===== config.mk =====
export PLATFORM = sky130hd
export DESIGN_NAME = layer4_weight_sched
export DESIGN_NICKNAME = d
export VERILOG_FILES = /design/src/rtl/layer4_weight_sched.sv
export SDC_FILE = /design/constraint.sdc
export NUM_CORES = 1
export LEC_CHECK = 0
export BUFFER_PORTS_ARGS = -buffer_cell sky130_fd_sc_hd__buf_2
export CAP_MARGIN = 5
export CORE_ASPECT_RATIO = 1.1
export CORE_MARGIN = 4
export CORE_UTILIZATION = 50
export CTS_CLUSTER_SIZE = 14
export DETAILED_ROUTE_END_ITERATION = 10
export PLACE_DENSITY_LB_ADDON = 0.15
export RECOVER_POWER = 50
export SYNTH_ARGS = -nofsm -noshare
export SYNTH_HDL_FRONTEND = slang
export SYNTH_SLANG_ARGS = --single-unit

===== constraint.sdc =====
create_clock -name clk -period 3.3 [get_ports clk]
set_input_delay 0.33 -clock clk [delete_from_list [all_inputs] [get_ports clk]]
set_output_delay 0.33 -clock clk [all_outputs]
set_load 0.05 [all_outputs]

===== src/rtl/layer4_weight_sched.sv =====
// layer4_weight_sched: splits one weight stream into the conv1 and conv2
// weight ports of a layer-4 basic block, then pulses done.
module layer4_weight_sched #(
  parameter int DATA_WIDTH = 32,
  parameter int W1_COUNT   = 262144,
  parameter int W2_COUNT   = 2359296,
  parameter int CNT_WIDTH  = 32
) (
  input  logic                  clk,
  input  logic                  reset,
  input  logic                  start,
  input  logic                  src_valid,
  input  logic [DATA_WIDTH-1:0] src_data,
  output logic                  src_ready,
  output logic                  valid_weight_out1,
  output logic [DATA_WIDTH-1:0] weight_out1,
  output logic                  valid_weight_out2,
  output logic [DATA_WIDTH-1:0] weight_out2,
  output logic                  busy,
  output logic                  done
);

  localparam logic [CNT_WIDTH-1:0] W1_LAST =
    CNT_WIDTH'(W1_COUNT - 1);
  localparam logic [CNT_WIDTH-1:0] W2_LAST =
    CNT_WIDTH'(W2_COUNT - 1);
  localparam logic [CNT_WIDTH-1:0] CNT_ONE =
    CNT_WIDTH'(1);

  typedef enum logic [1:0] {
    IDLE,
    LOAD1,
    LOAD2,
    DONE
  } state_t;

  state_t                r_state;
  state_t                w_state_nxt;
  logic [CNT_WIDTH-1:0]  r_cnt;
  logic [CNT_WIDTH-1:0]  w_cnt_nxt;
  logic                  w_in_load;
  logic                  w_xfer;
  logic                  w_xfer1;
  logic                  w_xfer2;
  logic                  r_vld1;
  logic                  r_vld2;
  logic [DATA_WIDTH-1:0] r_wgt1;
  logic [DATA_WIDTH-1:0] r_wgt2;

  // State register and transfer counter.
  always_ff @(posedge clk) begin
    if (reset) begin
      r_state <= IDLE;
      r_cnt   <= '0;
    end else begin
      r_state <= w_state_nxt;
      r_cnt   <= w_cnt_nxt;
    end
  end

  // Next state, counter update and load-phase decode.
  always_comb begin
    w_state_nxt = r_state;
    w_cnt_nxt   = r_cnt;
    w_in_load   = 1'b0;
    w_xfer1     = 1'b0;
    w_xfer2     = 1'b0;
    unique case (r_state)
      IDLE: begin
        if (start) begin
          w_state_nxt = LOAD1;
          w_cnt_nxt   = '0;
        end
      end
      LOAD1: begin
        w_in_load = 1'b1;
        w_xfer1   = src_valid;
        if (src_valid) begin
          if (r_cnt == W1_LAST) begin
            w_state_nxt = LOAD2;
            w_cnt_nxt   = '0;
          end else begin
            w_cnt_nxt = r_cnt + CNT_ONE;
          end
        end
      end
      LOAD2: begin
        w_in_load = 1'b1;
        w_xfer2   = src_valid;
        if (src_valid) begin
          if (r_cnt == W2_LAST) begin
            w_state_nxt = DONE;
            w_cnt_nxt   = '0;
          end else begin
            w_cnt_nxt = r_cnt + CNT_ONE;
          end
        end
      end
      DONE: begin
        w_state_nxt = IDLE;
      end
      default: begin
        w_state_nxt = IDLE;
        w_cnt_nxt   = '0;
      end
    endcase
  end

  assign w_xfer = w_xfer1 | w_xfer2;

  // Registered weight outputs; data holds between transfers.
  always_ff @(posedge clk) begin
    if (reset) begin
      r_vld1 <= 1'b0;
      r_vld2 <= 1'b0;
      r_wgt1 <= '0;
      r_wgt2 <= '0;
    end else begin
      r_vld1 <= w_xfer1;
      r_vld2 <= w_xfer2;
      if (w_xfer1) begin
        r_wgt1 <= src_data;
      end
      if (w_xfer2) begin
        r_wgt2 <= src_data;
      end
    end
  end

  assign src_ready         = w_in_load;
  assign busy              = w_in_load;
  assign done              = (r_state == DONE);
  assign valid_weight_out1 = r_vld1;
  assign valid_weight_out2 = r_vld2;
  assign weight_out1       = r_wgt1;
  assign weight_out2       = r_wgt2;

  logic w_unused;
  assign w_unused = w_xfer;

endmodule

==> results.yml <==
die:
  num_rows: 34
  core_um2: 8040
  die_h_um: 104
  die_area_um2: 9960
  start_util: 0.524
  pin_count: 105
  chipWidth_um: 95.5
critical_path:
  critPathRequiredTime_ns: 3.56
  end_kind: "register"
  criticalPathCategory: "reg -> reg"
  cpPeakStageDelay_ns: 0.65
  critPathBufInv: 1
  critical_path.top_delay_family: "simple AND/OR/NAND/NOR gates"
  critPathMaxFanout: 10
  start_kind: "register"
  cp_slowest_cell: "or4_1"
  cp_cell_sequence: "ha_1, nand3_2, or4_1, or4_1, buf_4, and2_4, and2_1, mux2_2"
  arrival_ns: 3.04
  crit_top_cell: "or4_1"
synthesis:
  yosysSeqAreaShare: 0.475
  yosysTopAreaCell: "dfxtp_1"
  synth_top_cell_area_share: 0.475
  synthTopCellsByArea: "dfxtp_1, nand2_1, a21oi_1"
  synth_area_um2: 4210
  yosysMostFrequentCell: "nand2_1"
  synth_top_flop_cell: "dfxtp_1"
  synth_common_cells: "nand2_1, dfxtp_1, a21oi_1"
  synth_edf_count: 0
  async_reset_ff_frac: 0
  netlist_instances: 532
  syn_nets: 574
  ys_types: 45
  yosysWarnings: 0
  ys_ff_latch: 100
  avgSynthCellArea_um2: 7.92
layout:
  design_area_um2: 4900
  n_antenna_cell: 0
  post-route-util: 0.610
  synthToLayoutAreaGrowth_pct: 16.4
  nets: 661
  drive_gt1_frac: 0.120
timing:
  tightest_slew_ns: 1.44
  finalHoldViolCount: 0
  report.final.slew_viol_count: 0
  fin_crit_sh: 0.841
  final-setup-viol-count: 0
  finClkSkew_ns: 0.00907
  clock.fmax_ghz: 0.360
  finalWorstPathRequiredPeriod_ns: 2.78
  slew_headroom: 0.0381
  rsz0062_at_grt: "false"
  finalSetupTns_ns: 0
clock_tree:
  cts_hold_buf: 0
  cts_setup_buffers: 0
  htreeDepth: 3
  clk_latency_ns: 0.36
  post_cts_resized: 0
  clk_pin_slew_ns: 0.10
  clock_path_buffers: 2
  cts-root-buf: "clkbuf_8"
  cts_made_buffers: 9
  tritoncts: "done"
  cts_sinks: 100
power:
  switching_share: 0.388
  switchingPower_uw: 1290
  peakVddDrop_v: 0.000585
  intPower_uw: 2020
  pwr-share-clk: 0.263
  seq_power_share: 0.412
  leakagePower_uw: 0.00179
  comb_power_share: 0.325
  pwr_density_cell_nw_per_um2: 675
route:
  first_pass_iters: 5
  ant_nets: 0
  dr_total_vias: 3954
  initialDrtViolationCount: 232
  wirelength_um: 10300
  routedWlPerCell_um: 14.1
  viasPerCell: 5.40
  drc: 0
flow_run:
  maxCapViolations: 0
placed_design:
  place_area_um2: 4770
  dpl.hpwl_um: 7250
  numPortBuffers: 104
  gp_congestion: 0.902
global_routing:
  grt_start_max_net_pins: 47
  antenna_found_initial: 0
  grt_pass1_wl_um: 17300
  grt_overflow: 0
  grt_pass1_vias: 3677
  track_usage: 0.211
status:
  status: "complete, no violations"
worst_hold_path:
  hold_class: "in -> reg"
[final cells by class]
cell class	count	area [um2]
fillers	753	3140
multi-input cells	394	2050
flip-flops and latches	100	2000
repair buffers	111	485
clock buffers	11	141
well taps	108	135
clock inverters	5	83.8
inverters	3	11.3
[flip-flops by register name, summed over array words and instances (netlist names)]
register / cells
weight_out1: 32
weight_out2: 32
r_state: 2
r_cnt: 32
valid_weight_out1: 1
valid_weight_out2: 1
[placed cells by master, fill, tap and decap left out, types with 3 or more instances in the layout]
| cell type | count |
|---|---|
| a31oi_1 | 4 |
| nor2_1 | 15 |
| nor3_1 | 13 |
| clkbuf_8 | 10 |
| nand3_1 | 8 |
| o31ai_1 | 12 |
| nand2_1 | 157 |
| and2_1 | 3 |
| a21o_1 | 9 |
| o21ai_0 | 17 |
| nand4_1 | 12 |
| or3_1 | 3 |
| buf_2 | 37 |
| nor2b_1 | 4 |
| a31o_2 | 8 |
| nor3b_1 | 5 |
| ha_1 | 6 |
| dfxtp_1 | 100 |
| and4_1 | 4 |
| clkbuf_1 | 69 |
| a21oi_1 | 71 |
| and3_1 | 9 |
| or2_2 | 3 |
| nand2b_1 | 5 |
| nor4_1 | 5 |
| inv_1 | 3 |
| buf_4 | 6 |
[metal layers]
layer  track usage  part of all wire  vias up
li1              -                 -     2014
met1         0.265              0.42     1790
met2         0.338              0.48      132
met3        0.0666             0.081       18
met4        0.0711             0.016        0
met5             0                 0        -
[power by group through the flow]
stage          Clock, uW  Combinational, uW  Sequential, uW
3_5_place_dp           0               1110            1390
2_1_floorplan          0                563            1700
3_3_place_gp           0               1100            1380
6_report             870               1080            1370
4_1_cts              889               1110            1360
5_1_grt              934               1170            1380
[worst min-delay path, cell delays in order]
cell     delay [ns]
buf_2          0.10
nand2_1        0.05
a21oi_1        0.05
[path summary, 6_finish.rpt]
path	startpoint	end	slack, ns	cells past startpoint
worst max-delay path	r_cnt[0]	r_cnt[27]	0.52	8
worst max register to register	r_cnt[0]	r_cnt[27]	0.52	8
worst min register to register	weight_out1[29]	weight_out1[29]	0.46	2
worst min-delay path	src_data[26]	weight_out2[26]	0.20	3
[cells by family (layout without fill, tap and decap cells)]
kind of cell	count (synthesis)	in the layout	synth area share
adders and majority gates	6	6	0.0178
muxes	3	3	0.00743
buffers and inverters	38	130	0.0392
AOI/OAI and AO/OA	132	132	0.185
DFF	100	100	0.475
and+or+nand+nor	253	253	0.275
[through the flow]
stage | hold slack (ns) | total power (uW) | setup slack, ns | instances
after detailed placement | 0.443 | 2500 | 0.527 | 716
final | 0.202 | 3310 | 0.524 | 732
after CTS | 0.193 | 3370 | 0.522 | 732
after floorplan | 0.439 | 2260 | 0.907 | 532
after global placement | 0.439 | 2480 | 0.593 | 716
after global routing | 0.198 | 3490 | 0.235 | 732
(Power assumes the default switching activity.)
